===== src/rtl/kpn_sched_pkg.sv =====
// Shared constants and state encoding for the KPN multiplier scheduler.
package kpn_sched_pkg;

  localparam int unsigned NCH        = 2;
  localparam int unsigned DEF_DATA_W = 16;
  localparam int unsigned DEF_RES_W  = 32;
  localparam int unsigned CNT_W      = 4;

  typedef enum logic [2:0] {
    S_IDLE    = 3'd0,
    S_READ    = 3'd1,
    S_CAPTURE = 3'd2,
    S_MUL     = 3'd3,
    S_WRITE   = 3'd4
  } state_e;

  function automatic logic [NCH-1:0] ch_onehot(input logic idx);
    ch_onehot = idx ? 2'b10 : 2'b01;
  endfunction

endpackage


===== src/rtl/kpn_rr_arbiter2.sv =====
// Two-way round-robin picker: the pointer only breaks ties when both channels are eligible.
module kpn_rr_arbiter2 (
  input  logic [1:0] eligible_i,
  input  logic       ptr_i,
  output logic       valid_o,
  output logic       grant_o
);

  always_comb begin
    valid_o = |eligible_i;
    grant_o = 1'b0;
    unique case (eligible_i)
      2'b01:   grant_o = 1'b0;
      2'b10:   grant_o = 1'b1;
      2'b11:   grant_o = ptr_i;
      default: grant_o = 1'b0;
    endcase
  end

endmodule


===== src/rtl/kpn_mult_scheduler.sv =====
// Shares one multiplier between two KPN channels: read operands, multiply, write product.
// Optional per-channel operation counters are enabled with KPN_SCHED_STATS_EN.
module kpn_mult_scheduler
  import kpn_sched_pkg::*;
#(
  parameter int unsigned DATA_W  = DEF_DATA_W,
  parameter int unsigned RES_W   = DEF_RES_W,
  parameter int unsigned MUL_LAT = 1
) (
  input  logic                clk,
  input  logic                rst_n,
  input  logic [1:0]          ch_empty_1,
  input  logic [1:0]          ch_empty_2,
  input  logic [2*DATA_W-1:0] ch_din_1,
  input  logic [2*DATA_W-1:0] ch_din_2,
  output logic [1:0]          ch_rd,
  input  logic [1:0]          ch_full,
  output logic [1:0]          ch_wr,
  output logic [RES_W-1:0]    ch_dout,
  output logic [DATA_W-1:0]   mul_a,
  output logic [DATA_W-1:0]   mul_b,
  input  logic [RES_W-1:0]    mul_p,
  output logic                busy,
  output logic                grant
`ifdef KPN_SCHED_STATS_EN
  ,
  output logic [15:0]         ops_cnt_0,
  output logic [15:0]         ops_cnt_1
`endif
);

  state_e             state_q, state_d;
  logic               grant_q, grant_d;
  logic               ptr_q, ptr_d;
  logic [CNT_W-1:0]   cnt_q, cnt_d;
  logic [DATA_W-1:0]  mul_a_q, mul_a_d;
  logic [DATA_W-1:0]  mul_b_q, mul_b_d;
  logic [RES_W-1:0]   dout_q, dout_d;

  logic [1:0]         eligible;
  logic               arb_valid;
  logic               arb_grant;

  assign eligible = ~ch_empty_1 & ~ch_empty_2 & ~ch_full;

  kpn_rr_arbiter2 u_arb (
    .eligible_i (eligible),
    .ptr_i      (ptr_q),
    .valid_o    (arb_valid),
    .grant_o    (arb_grant)
  );

  always_comb begin
    state_d = state_q;
    grant_d = grant_q;
    ptr_d   = ptr_q;
    cnt_d   = cnt_q;
    mul_a_d = mul_a_q;
    mul_b_d = mul_b_q;
    dout_d  = dout_q;
    ch_rd   = 2'b00;
    ch_wr   = 2'b00;

    unique case (state_q)
      S_IDLE: begin
        if (arb_valid) begin
          grant_d = arb_grant;
          state_d = S_READ;
        end
      end
      S_READ: begin
        ch_rd   = ch_onehot(grant_q);
        state_d = S_CAPTURE;
      end
      S_CAPTURE: begin
        // FIFO data appears the cycle after the read strobe.
        mul_a_d = grant_q ? ch_din_1[2*DATA_W-1:DATA_W] : ch_din_1[DATA_W-1:0];
        mul_b_d = grant_q ? ch_din_2[2*DATA_W-1:DATA_W] : ch_din_2[DATA_W-1:0];
        cnt_d   = CNT_W'(MUL_LAT);
        state_d = S_MUL;
      end
      S_MUL: begin
        cnt_d = cnt_q - CNT_W'(1);
        if (cnt_q == CNT_W'(1)) begin
          dout_d  = mul_p;
          state_d = S_WRITE;
        end
      end
      S_WRITE: begin
        if (!ch_full[grant_q]) begin
          ch_wr   = ch_onehot(grant_q);
          ptr_d   = ~grant_q;
          state_d = S_IDLE;
        end
      end
      default: state_d = S_IDLE;
    endcase
  end

  always_ff @(posedge clk or negedge rst_n) begin
    if (!rst_n) begin
      state_q <= S_IDLE;
      grant_q <= 1'b0;
      ptr_q   <= 1'b0;
      cnt_q   <= '0;
      mul_a_q <= '0;
      mul_b_q <= '0;
      dout_q  <= '0;
    end else begin
      state_q <= state_d;
      grant_q <= grant_d;
      ptr_q   <= ptr_d;
      cnt_q   <= cnt_d;
      mul_a_q <= mul_a_d;
      mul_b_q <= mul_b_d;
      dout_q  <= dout_d;
    end
  end

  assign busy    = (state_q != S_IDLE);
  assign grant   = grant_q;
  assign mul_a   = mul_a_q;
  assign mul_b   = mul_b_q;
  assign ch_dout = dout_q;

`ifdef KPN_SCHED_STATS_EN
  logic [15:0] ops_cnt_0_q, ops_cnt_0_d;
  logic [15:0] ops_cnt_1_q, ops_cnt_1_d;

  always_comb begin
    ops_cnt_0_d = ops_cnt_0_q;
    ops_cnt_1_d = ops_cnt_1_q;
    if (ch_wr[0]) ops_cnt_0_d = ops_cnt_0_q + 16'd1;
    if (ch_wr[1]) ops_cnt_1_d = ops_cnt_1_q + 16'd1;
  end

  always_ff @(posedge clk or negedge rst_n) begin
    if (!rst_n) begin
      ops_cnt_0_q <= '0;
      ops_cnt_1_q <= '0;
    end else begin
      ops_cnt_0_q <= ops_cnt_0_d;
      ops_cnt_1_q <= ops_cnt_1_d;
    end
  end

  assign ops_cnt_0 = ops_cnt_0_q;
  assign ops_cnt_1 = ops_cnt_1_q;
`endif

endmodule

===== config.mk =====
export PLATFORM = sky130hd
export DESIGN_NAME = kpn_mult_scheduler
export DESIGN_NICKNAME = d
export VERILOG_FILES = /design/src/rtl/kpn_sched_pkg.sv /design/src/rtl/kpn_rr_arbiter2.sv /design/src/rtl/kpn_mult_scheduler.sv
export SDC_FILE = /design/constraint.sdc
export NUM_CORES = 1
export LEC_CHECK = 0
export CORE_ASPECT_RATIO = 0.6
export CORE_MARGIN = 1
export CORE_UTILIZATION = 40
export DETAILED_ROUTE_END_ITERATION = 10
export PLACE_DENSITY = 0.81
export SLEW_MARGIN = 30
export SYNTH_ARGS = -nofsm -noshare
export SYNTH_HDL_FRONTEND = slang
export SYNTH_SLANG_ARGS = --single-unit

===== constraint.sdc =====
create_clock -name clk -period 2.1 [get_ports clk]
set_clock_uncertainty 0.1 [all_clocks]
set_input_delay 0.42 -clock clk [delete_from_list [all_inputs] [get_ports clk]]
set_output_delay 0.42 -clock clk [all_outputs]
set_load 0.1 [all_outputs]

# Word-level counts from Yosys, hierarchy flattened
# Index checks and enable logic that the tools add are counted.
dict set report op_classes {
  addsub 1
  magnitude_cmp 1
  n_eq_ne 10
  n_mux 14
  bitwise_logic 7
  n_reduce_logical 8
}
# op n
set op_table {}
lappend op_table {{two-way mux 16 bit} 2}
lappend op_table {{case mux 3 bit (5 select lines)} 1}
lappend op_table {{two-way mux 3 bit} 3}
lappend op_table {{two-way mux 2 bit} 4}
lappend op_table {{case mux 4 bit (2 select lines)} 1}
lappend op_table {{equality test 3 x 2 -> 1 bit, second input constant} 2}
lappend op_table {{inequality test 2 bit, second input constant} 3}
lappend op_table {{NOT 2 bit} 3}
lappend op_table {{AND reduction 2 bit} 3}
lappend op_table {{AND 2 bit} 2}
lappend op_table {{equality test 2 bit, second input constant} 2}
lappend op_table {{equality test 4 x 1 -> 1 bit, second input constant} 1}
lappend op_table {{subtractor 4 x 1 -> 4 bit, second input constant} 1}
lappend op_table {{equality test 3 x 1 -> 1 bit, second input constant} 1}
lappend op_table {{equality test 3 bit, second input constant} 1}
lappend op_table {{logical NOT 3 bit} 1}
lappend op_table {{AND reduction 3 bit} 1}
lappend op_table {{nonzero test 3 bit} 1}
lappend op_table {{< comparator 1 x 2 -> 1 bit, second input constant} 1}
lappend op_table {{two-way mux 1 bit} 2}
lappend op_table {{NOT 1 bit} 2}
lappend op_table {{case mux 1 bit (2 select lines)} 1}
lappend op_table {{nonzero test 2 bit} 1}
lappend op_table {{OR reduction 2 bit} 1}
dict set report totals {
  register_bits 73
  inputBits 104
  out_inout_bits 70
}

# Longest topological paths before layout
dict set report logic_depth {
  word_depth 6
  ltp_mapped 6
  ltp_nobuf 5
}

# Cells and area by module
# Synthesis repeated with hierarchy kept, for this count alone.
dict set report hier_totals {
  hier_cells 263
  hier_area_um2 3383.2
}
# mod instances cells_per_inst area_per_inst_um2 seq_area_each_um2
set by_module_without_submodules {}
lappend by_module_without_submodules {kpn_mult_scheduler 1 260 3365.7 1826.8}
lappend by_module_without_submodules {kpn_rr_arbiter2 1 3 17.5 0.0}

# Worst setup path after synthesis
# No wires, ideal clock.
dict set report synth_path {
  path_type {register to output}
  start {register grant_q (netlist: grant)}
  end {output ch_rd[1]}
  t_arrival_ns 4.479
  t_required_ns 1.580
  path_slack_ns -2.899
  path_stages_with_launch 3
  path_buffers 1
  path_cell_list {dfrtp_1 > clkbuf_1 > nor4b_1}
}
dict set report synth_via {
  elab_chain_len 2
}
# element line
set synth_lines {}
lappend synth_lines {{start, declared} kpn_mult_scheduler.sv:33} ;# logic grant_q, grant_d;
lappend synth_lines {{start signal, assigned} kpn_mult_scheduler.sv:111} ;# grant_q <= grant_d;
lappend synth_lines {{two-way mux 2 bit} kpn_sched_pkg.sv:18} ;# ch_onehot = idx ? 2'b10 : 2'b01;
lappend synth_lines {{two-way mux 2 bit} kpn_mult_scheduler.sv:64} ;# unique case (state_q)
lappend synth_lines {{end, declared} kpn_mult_scheduler.sv:16} ;# output logic [1:0] ch_rd,
# Every way passes these cells.

# Final worst setup path
dict set report layout_path {
  start {register state_q[1]}
  end {output ch_wr[1]}
}
dict set report layout_via {
  elab_chain_len 2
}
# element line
set layout_lines {}
lappend layout_lines {{start, declared} kpn_mult_scheduler.sv:32} ;# state_e state_q, state_d;
lappend layout_lines {{start signal, assigned} kpn_mult_scheduler.sv:110} ;# state_q <= state_d;
lappend layout_lines {{equality test 3 bit} kpn_mult_scheduler.sv:64}
lappend layout_lines {{two-way mux 2 bit} kpn_mult_scheduler.sv:64}
lappend layout_lines {{end, declared} kpn_mult_scheduler.sv:18} ;# output logic [1:0] ch_wr,
# Every way passes these cells.

==> results.toml <==
[cells_and_area]
n_antenna_cell = 0
final_area_mm2 = 0.00543
drive_gt1_share_pct = 30.8
syn_to_final_growth_pct = 63.6
final_nets = 544

[floorplanning]
num_rows = 25
design.core.area_mm2 = 0.00795
io_pins = 174
initial_utilization_pct = 41.8
die_x_um = 120
die-area_mm2 = 0.00868
die_h_um = 72.6

[status]
status = "finished with violations"
violations = "negative setup slack"

[routing]
wl_met1_um = 3520
wl_um = 8190
maxUsedRoutingLayer = "met4"
drtAntennaViolNets = 0
drc_errors = 0
num_vias = 2594
wl_met2_um = 3720
wl_per_cell_um = 14.9
routed_via_density = 4.72
drt-initial-drc-count = 91
drt_pass1_iterations = 4
wl_met3_um = 911

[logic_synthesis]
yosysTopAreaCell = "dfrtp_1"
synth_seq_cells = 73
syn_area_per_cell_um2 = 12.7
syn-cell-area_mm2 = 0.00332
syn_inst = 262
synth_top_area_share_pct = 55.0
ys_seq_area_share_pct = 55.0
yosys_warnings = 0
synthTopCellsByArea = "dfrtp_1, mux2_4, mux2i_1"
netlist-cell-type-count = 32
syn_nets = 368

[placed_design]
dp_hpwl_um = 6330
placed_area_mm2 = 0.00512
place_congestion = 0.760
portBuffers = 173

[job]
drv_cap = 0

[worst_setup_path]
crit_type = "reg2out"
worstPathMaxFanout = 5
cp.arrival_ns = 1.60
r2r_cells = 5
cp.required_ns = 1.58
start_kind = "register"
worst_setup_path_end_kind = "primary output"

[clock_tree]
clkLatencyLatePin_ns = 0.32
cts.sinks = 73
post-cts-setup-buffer-count = 0
clock_path_buffers = 2
cts_tree = "done"
clk_pin_slew_worst_paths_ns = 0.06
ctsHtreeMaxLevel = 3
numCtsBuffers = 9
root_buffer = "clkbuf_16"

[timing]
setup_ws_ns = -0.0246
min_period_ns = 2.12
tightest_slew_ns = 0.478
timing_hold_violations_final = 0
rsz0062_at_grt = "yes"
fmax_mhz = 471
finalSetupViolCount = 1
slew_headroom_pct = 68.1
slew_violations = 0
fin_crit_sh_pct = 101

[global_route]
track_usage_pct = 18.8
grt_pass1_wl_um = 12600
grt_max_degree = 65
first_global_vias = 2581
antenna_found_initial = 0
grt_overflow = 0

[worst_hold_path]
whs_path_depth = 1
hp-class = "reg2reg"
[registers in the layout, summed over array words and instances, names as in the netlist]
| name | flops |
|---|---|
| ch_dout | 32 |
| cnt_q | 4 |
| grant | 1 |
| mul_a | 16 |
| mul_b | 16 |
| ptr_q | 1 |
| state_q | 3 |
[cells by family (layout without fill, tap and decap cells)]
kind of cell,after synthesis,after routing,share of synthesized area (%)
AOI/OAI and AO/OA,45,45,7.35
adders and majority gates,2,2,0.753
buffers and inverters,21,201,4.11
DFF,73,73,55.0
muxes,67,67,24.7
and+or+nand+nor,54,54,8.10
[metrics by stage]
stage	setup WS [ns]	cells	util [%]	hold WS (ns)	setup TNS, ns
3_5_place_dp	0.152	534	64.5	0.316	0
2_1_floorplan	-0.304	262	-	0.0244	-0.841
6_report	-0.0246	550	68.4	0.413	-0.0246
5_1_grt	-0.0582	550	68.4	0.430	-0.0582
4_1_cts	-0.0350	550	68.3	0.416	-0.0350
3_3_place_gp	0.232	534	64.5	0.310	0
[worst max-delay path: stages (launching register included)]
cell and delay, ns:
dfrtp_1 0.37, or3b_4 0.45, nor3b_4 0.26, buf_12 0.21
[path summary, 6_finish.rpt]
kind	slack [ns]	startpoint	end
worst max-delay path	-0.02	state_q[1]	ch_wr[1]
worst max register to register	0.44	state_q[1]	ch_dout[19]
max in group asynchronous	0.83	rst_n	ch_dout[22]
min in group asynchronous	0.49	rst_n	ch_dout[12]
worst min-delay path	0.41	ch_dout[5]	ch_dout[5]
worst min register to register	0.41	ch_dout[5]	ch_dout[5]
[routing by layer]
| layer | up-vias | global-route usage, % |
|---|---|---|
| met2 | 111 | 29.5 |
| met5 | - | 0 |
| met1 | 1207 | 23.9 |
| met3 | 4 | 8.36 |
| li1 | 1272 | - |
| met4 | 0 | 4.58 |
[layout by cell type, fill, tap and decap left out, drive strengths merged, types with 2 or more instances in the layout]
cell type / synthesis / routed
a21oi: 33 / 33
buf: 16 / 79
clkbuf: 1 / 10
clkdlybuf4s50: 0 / 102
clkinv: 0 / 3
dfrtp: 73 / 73
ha: 2 / 2
inv: 4 / 4
mux2: 32 / 32
mux2i: 35 / 35
nand2: 3 / 3
nor2: 35 / 35
nor3: 5 / 5
nor3b: 3 / 3
o21ai: 6 / 6
[Yosys cell counts (all sizes together)]
master	number
nor4	1
nand3b	1
and3	1
or3b	1
a21oi	33
o31ai	1
nand4	1
o21ai	6
a22o	1
o32ai	1
nor3	5
mux2i	35
inv	4
nand2	3
a211oi	1
nor4b	1
o21ba	1
ha	2
a31oi	1
dfrtp	73
buf	16
nor3b	3
mux2	32
nand2b	1
nor2b	1
clkbuf	1
nor2	35
[cell type report]
| type | count | area (um2) |
|---|---|---|
| tap | 108 | 135 |
| sequential | 73 | 1830 |
| clock buffer | 10 | 239 |
| multi-input combinational | 168 | 1420 |
| inverter | 4 | 15.0 |
| timing repair buffer | 182 | 1740 |
| fill | 598 | 2510 |
| clock inverter | 5 | 56.3 |
[timing repair]
| item | 4_1_cts | 5_1_grt |
|---|---|---|
| endpoints found under the hold margin | 35 | 0 |
| pin swaps | 2 | 0 |
| gates resized for setup | 0 | 1 |
| hold buffers | 1 | 0 |
| endpoints found under the setup margin | 1 | 2 |
| gates cloned | 0 | 0 |
Power is left out: the tool's default activity adds up to more than one toggle a clock period on the data nets, which glitch-free logic cannot reach.
